$ cat src/rtl/cdb_arbiter_pkg.sv
// Shared types and constants for the common-data-bus arbiter.
package cdb_arbiter_pkg;

    localparam int unsigned PHYS_REGS = 128;
    localparam int unsigned ROB_DEPTH = 64;
    localparam int unsigned XLEN      = 32;
    localparam int unsigned TAGW      = $clog2(PHYS_REGS);
    localparam int unsigned ROBW      = $clog2(ROB_DEPTH);

    localparam int unsigned FU_IDX_ALU  = 0;
    localparam int unsigned FU_IDX_MUL  = 1;
    localparam int unsigned FU_IDX_LOAD = 2;
    localparam int unsigned FU_IDX_BR   = 3;

    typedef struct packed {
        logic            valid;
        logic [TAGW-1:0] dest_tag;
        logic [ROBW-1:0] rob_idx;
        logic [XLEN-1:0] value;
    } cdb_packet_t;

endpackage

$ cat src/rtl/rr_multi_picker.sv
// Round-robin picker granting up to CDB_WIDTH requests per cycle, starting at a pointer.
module rr_multi_picker #(
    parameter int unsigned NUM_REQ   = 4,
    parameter int unsigned CDB_WIDTH = 1,
    localparam int unsigned PTRW     = $clog2(NUM_REQ)
) (
    input  logic [NUM_REQ-1:0]                  req,
    input  logic [PTRW-1:0]                     start,
    output logic [NUM_REQ-1:0]                  grant,
    output logic [CDB_WIDTH-1:0]                slot_valid,
    output logic [CDB_WIDTH-1:0][PTRW-1:0]      slot_sel,
    output logic [PTRW-1:0]                     last_idx
);

    // Walk requesters in rotated order, filling slots 0..CDB_WIDTH-1 in scan order.
    always_comb begin
        int unsigned     taken;
        logic [PTRW-1:0] idx;
        grant      = '0;
        slot_valid = '0;
        slot_sel   = '0;
        last_idx   = start;
        taken      = 0;
        idx        = '0;
        for (int unsigned k = 0; k < NUM_REQ; k++) begin
            idx = PTRW'((32'(start) + k) % NUM_REQ);
            if (req[idx] && (taken < CDB_WIDTH)) begin
                grant[idx] = 1'b1;
                for (int unsigned s = 0; s < CDB_WIDTH; s++) begin
                    if (s == taken) begin
                        slot_valid[s] = 1'b1;
                        slot_sel[s]   = idx;
                    end
                end
                last_idx = idx;
                taken    = taken + 1;
            end
        end
    end

endmodule

$ cat src/rtl/cdb_arbiter.sv
// Holds one result per functional unit and broadcasts up to CDB_WIDTH of them per cycle, round-robin.
module cdb_arbiter
    import cdb_arbiter_pkg::*;
#(
    parameter int unsigned NUM_REQ   = 4,
    parameter int unsigned CDB_WIDTH = 1
) (
    input  logic                              clock,
    input  logic                              reset,
    input  logic                              flush_i,
    input  logic [NUM_REQ-1:0]                fu_valid_i,
    input  logic [NUM_REQ-1:0][TAGW-1:0]      fu_dest_tag_i,
    input  logic [NUM_REQ-1:0][ROBW-1:0]      fu_rob_idx_i,
    input  logic [NUM_REQ-1:0][XLEN-1:0]      fu_value_i,
    output logic [NUM_REQ-1:0]                fu_ready_o,
    output logic [CDB_WIDTH-1:0]              cdb_valid_o,
    output logic [CDB_WIDTH-1:0][TAGW-1:0]    cdb_tag_o,
    output logic [CDB_WIDTH-1:0][ROBW-1:0]    cdb_rob_idx_o,
    output logic [CDB_WIDTH-1:0][XLEN-1:0]    cdb_value_o
);

    localparam int unsigned PTRW = $clog2(NUM_REQ);

    cdb_packet_t                      hold_q [NUM_REQ];
    cdb_packet_t                      cdb_q  [CDB_WIDTH];
    logic [PTRW-1:0]                  rr_ptr_q;
    logic [NUM_REQ-1:0]               hold_valid;
    logic [NUM_REQ-1:0]               grant;
    logic [CDB_WIDTH-1:0]             slot_valid;
    logic [CDB_WIDTH-1:0][PTRW-1:0]   slot_sel;
    logic [PTRW-1:0]                  last_idx;

    always_comb begin
        hold_valid = '0;
        for (int unsigned i = 0; i < NUM_REQ; i++) begin
            hold_valid[i] = hold_q[i].valid;
        end
    end

    rr_multi_picker #(
        .NUM_REQ   (NUM_REQ),
        .CDB_WIDTH (CDB_WIDTH)
    ) u_picker (
        .req        (hold_valid),
        .start      (rr_ptr_q),
        .grant      (grant),
        .slot_valid (slot_valid),
        .slot_sel   (slot_sel),
        .last_idx   (last_idx)
    );

    // Depends only on registered state, so an FU may gate fu_valid_i on it without a loop.
    assign fu_ready_o = ~hold_valid | grant;

    always_ff @(posedge clock) begin
        if (reset) begin
            for (int unsigned i = 0; i < NUM_REQ; i++) begin
                hold_q[i] <= '0;
            end
            for (int unsigned s = 0; s < CDB_WIDTH; s++) begin
                cdb_q[s] <= '0;
            end
            rr_ptr_q <= '0;
        end else if (flush_i) begin
            for (int unsigned i = 0; i < NUM_REQ; i++) begin
                hold_q[i].valid <= 1'b0;
            end
            for (int unsigned s = 0; s < CDB_WIDTH; s++) begin
                cdb_q[s].valid <= 1'b0;
            end
            rr_ptr_q <= '0;
        end else begin
            for (int unsigned i = 0; i < NUM_REQ; i++) begin
                if (fu_valid_i[i] && fu_ready_o[i]) begin
                    hold_q[i] <= '{valid:    1'b1,
                                   dest_tag: fu_dest_tag_i[i],
                                   rob_idx:  fu_rob_idx_i[i],
                                   value:    fu_value_i[i]};
                end else if (grant[i]) begin
                    hold_q[i].valid <= 1'b0;
                end
            end
            for (int unsigned s = 0; s < CDB_WIDTH; s++) begin
                if (slot_valid[s]) begin
                    cdb_q[s] <= hold_q[slot_sel[s]];
                end else begin
                    cdb_q[s].valid <= 1'b0;
                end
            end
            if (|grant) begin
                rr_ptr_q <= PTRW'((32'(last_idx) + 1) % NUM_REQ);
            end
        end
    end

    always_comb begin
        cdb_valid_o   = '0;
        cdb_tag_o     = '0;
        cdb_rob_idx_o = '0;
        cdb_value_o   = '0;
        for (int unsigned s = 0; s < CDB_WIDTH; s++) begin
            cdb_valid_o[s]   = cdb_q[s].valid;
            cdb_tag_o[s]     = cdb_q[s].dest_tag;
            cdb_rob_idx_o[s] = cdb_q[s].rob_idx;
            cdb_value_o[s]   = cdb_q[s].value;
        end
    end

endmodule

$ cat config.mk
export PLATFORM = sky130hd
export DESIGN_NAME = cdb_arbiter
export DESIGN_NICKNAME = d
export VERILOG_FILES = /design/src/rtl/cdb_arbiter_pkg.sv /design/src/rtl/rr_multi_picker.sv /design/src/rtl/cdb_arbiter.sv
export SDC_FILE = /design/constraint.sdc
export NUM_CORES = 1
export LEC_CHECK = 0
export CAP_MARGIN = 20
export CORE_ASPECT_RATIO = 2
export CORE_MARGIN = 2
export CORE_UTILIZATION = 40
export CTS_BUF_LIST = sky130_fd_sc_hd__clkbuf_16
export DETAILED_ROUTE_END_ITERATION = 10
export GPL_TIMING_DRIVEN = 0
export PLACE_DENSITY = 0.72
export RECOVER_POWER = 100
export REMOVE_ABC_BUFFERS = 1
export SYNTH_ARGS = -nofsm -noshare
export SYNTH_HDL_FRONTEND = slang
export SYNTH_HIERARCHICAL = 1
export SYNTH_SLANG_ARGS = --single-unit
$ cat constraint.sdc
create_clock -name clock -period 5.8 [get_ports clock]
set_input_delay 0.87 -clock clock [delete_from_list [all_inputs] [get_ports clock]]
set_output_delay 0.87 -clock clock [all_outputs]
set_load 0.01 [all_outputs]
==> impl_metrics.yaml <==
status:
  status: "finished with violations"
  failed_checks: "max-capacitance violations, max-slew violations"
floorplanning:
  die_w_um: 121
  fp.coreArea_mm2: 0.0268
  rows: 85
  die-area_mm2: 0.0286
  start_util: 0.405
  ios: 237
  fp.dieH_um: 237
worst_setup_path:
  endpoint_kind: "output port"
  crit_required_ns: 4.93
  crit_fanout: 21
  worstPathCellList: "inv_2 > ha_1 > inv_1 > a2111oi_4 > or2_0 > a22oi_1 > o21ai_0 > nand2b_1 > dlygate4sd3_1"
  rr_worst_depth: 11
  critical-path-top-delay-family: "buffers and inverters"
  crit_arrival_ns: 4.39
  critPathSlowestCell: "dfxtp_1"
  reg2reg_from: "rr_ptr_q[0]"
  rr_endpoint: "hold_q[3][11]"
  worstSetupPathType: "reg2out"
  critPathLaunchType: "register"
  crit_buf_inv: 3
  worst_path_largest_cell_delay_ns: 0.89
  ff2ff_setup_slack_ns: 0.55
layout:
  fin_nets: 1171
  regArea_mm2: 0.00693
  drive_gt1_frac: 0.104
  design_area_mm2: 0.0143
  fillers: 2250
  multi_input_area_mm2: 0.00322
  syn_to_final_growth_pct: 31.2
detailed_routing:
  wl_met3_mm: 1.86
  ant_nets: 0
  dr.pass1.iters: 6
  wire_per_inst_um: 22.9
  totalWireLength_mm: 30.9
  vias_per_cell: 5.51
  wl_met2_mm: 16.7
  dr.max_layer_used: "met5"
  drc: 0
  drt-initial-drc-count: 706
  wl_met1_mm: 10.6
  dr_total_vias: 7439
power_and_ir_drop:
  leakage_nw: 5.60
  peakVddDrop_v: 0.000275
  power_w: 0.00539
  cellPowerDensity_mw_per_mm2: 378
synthesis:
  ys_async_sr_fraction: 0
  post_synth_most_frequent_cells: "edfxtp_1 (228), inv_1 (105), a31oi_1 (91), and2_1 (90), and3_1 (48)"
  yosysTopAreaCell: "edfxtp_1"
  synth_area_leaders: "edfxtp_1 (63%), mux4_2 (8.3%), a31oi_1 (5.2%)"
  ys_ff_latch: 232
  avgSynthCellArea_um2: 14.1
  ys_types: 51
  synth_top_flop_cell: "edfxtp_1"
  ys_warn_count: 6
  yosys.area.top_type_share: 0.630
  syn_inst: 773
  synth-edff-count: 228
  seq_area_frac_synth: 0.637
  netlist_area_mm2: 0.0109
  yosysMostFrequentCell: "edfxtp_1"
global_routing:
  grt_pass1_wl_mm: 45.9
  grt_usage: 0.216
  overflow: 0
  grt_pass1_vias: 7906
  antenna_found_initial: 10
  grt_start_max_net_pins: 61
timing:
  maxSlewViolCount: 87
  skew_ns: 0.0138
  setup_violations: 0
  worst_slew_pin_slew_ns: 2.28
  tns_ns: 0
  max_slew_margin: -0.517
  hold_viol: 0
  rsz0062_at_grt: "no"
  final.min_clock_period_ns: 5.26
  finalCritPeriodShare: 0.907
  max_freq_mhz: 190
placement:
  portBuffers: 236
  dp_hpwl_mm: 19.1
  globalplace.congestion: 0.804
  dpl_cell_area_mm2: 0.0136
clock_network:
  cts_setup_buffers: 0
  clk_pin_slew_ns: 0.06
  cts_tree: "done"
  ctsResizeCount: 0
  clk_latency_ns: 0.52
  cts_root_buf: "clkbuf_16"
  clock_sinks: 232
  cts-hold-fix-buffers: 0
  h-tree-depth: 1
  clockBufferDepth: 3
  cts_made_buffers: 22
hold_path:
  hold_path_end: "rr_ptr_q[1]"
  holdPathStages: 2
  hp-class: "reg2reg"
  min-delay-start: "rr_ptr_q[1]"
job:
  cap_viol_max_count: 2
[per-layer routing]
metal  vias to the layer above  GRT usage
met5                         -          0
met3                        99     0.0284
li1                       3274          -
met2                       369      0.383
met4                         2      0.133
met1                      3695      0.241
[state kept, by name, summed over array words and instances, names as in the netlist]
signal and cells:
hold_q 184, cdb_q 46, rr_ptr_q 2
[cells in the final DEF (no fill, tap or decap), drive strengths merged, types with 3 or more instances in the layout]
| cell type | n |
|---|---|
| a22oi | 3 |
| clkbuf | 27 |
| and2 | 90 |
| a31oi | 91 |
| nor2 | 11 |
| nand2b | 12 |
| dlygate4sd3 | 50 |
| nand3b | 3 |
| o21ai | 6 |
| mux4 | 46 |
| bufinv | 3 |
| nand2 | 5 |
| clkinv | 7 |
| clkdlybuf4s50 | 186 |
| dfxtp | 4 |
| diode | 10 |
| and3 | 48 |
| a211oi | 3 |
| ha | 6 |
| nor3 | 4 |
| inv | 111 |
| a21oi | 11 |
| buf | 6 |
| or2 | 3 |
| edfxtp | 228 |
| mux2i | 4 |
[worst max-delay path by stage]
| stage | start | to | slack, ns | depth (start not counted) |
|---|---|---|---|---|
| floorplan | rr_ptr_q[0] | hold_q[1][0] | -0.58 | 10 |
| finish | rr_ptr_q[0] | fu_ready_o[1] | 0.54 | 9 |
| detailed placement | rr_ptr_q[0] | hold_q[0][5] | 0.96 | 11 |
| CTS | rr_ptr_q[0] | fu_ready_o[1] | 0.89 | 9 |
| global route | rr_ptr_q[0] | hold_q[3][33] | 0.31 | 11 |
| global placement | reset | hold_q[1][0] | -5.50 | 4 |
[logic make-up (layout without fill, tap and decap cells)]
kind of cell | count (synthesis) | in the layout | synth area share
AOI/OAI and AO/OA | 125 | 125 | 0.0758
xor gates and xnor gates | 2 | 2 | 0.00230
adders and majority gates | 6 | 6 | 0.00691
buffers and inverters | 173 | 392 | 0.0715
DFF | 232 | 232 | 0.637
muxes | 51 | 51 | 0.103
other | 1 | 11 | 0.000345
and+or+nand+nor | 183 | 183 | 0.102
[final cells by class]
cell class	instances	area share
Sequential cell	232	0.486
Multi-Input combinational cell	368	0.226
Timing Repair Buffer	247	0.176
Clock buffer	23	0.0404
Tap cell	348	0.0306
Inverter	107	0.0282
Clock inverter	15	0.0108
Antenna cell	10	0.00176
[tightest hold or removal path, delay by kind of cell, from the launching register on]
| kind | cells | cell delay [ns] |
|---|---|---|
| flops | 1 | 0.42 |
| simple gates | 1 | 0.14 |
| compound gates | 1 | 0.05 |
[through the flow]
stage	cells	util	hold WS (ns)	setup slack, ns
6_report	1350	0.532	0.663	0.542
5_1_grt	1350	0.532	0.690	0.310
4_1_cts	1340	0.535	0.660	0.892
3_5_place_dp	1302	0.508	0.649	0.963
3_3_place_gp	1291	0.496	0.638	-5.50
2_1_floorplan	707	-	0.553	-0.584
[where the power goes]
group          internal, W  switching [W]  total, W
clock network     0.000854       0.000626   0.00148
registers          0.00209      0.0000903   0.00218
logic             0.000867       0.000858   0.00173
total              0.00381        0.00157   0.00539
(Power assumes the default switching activity.)
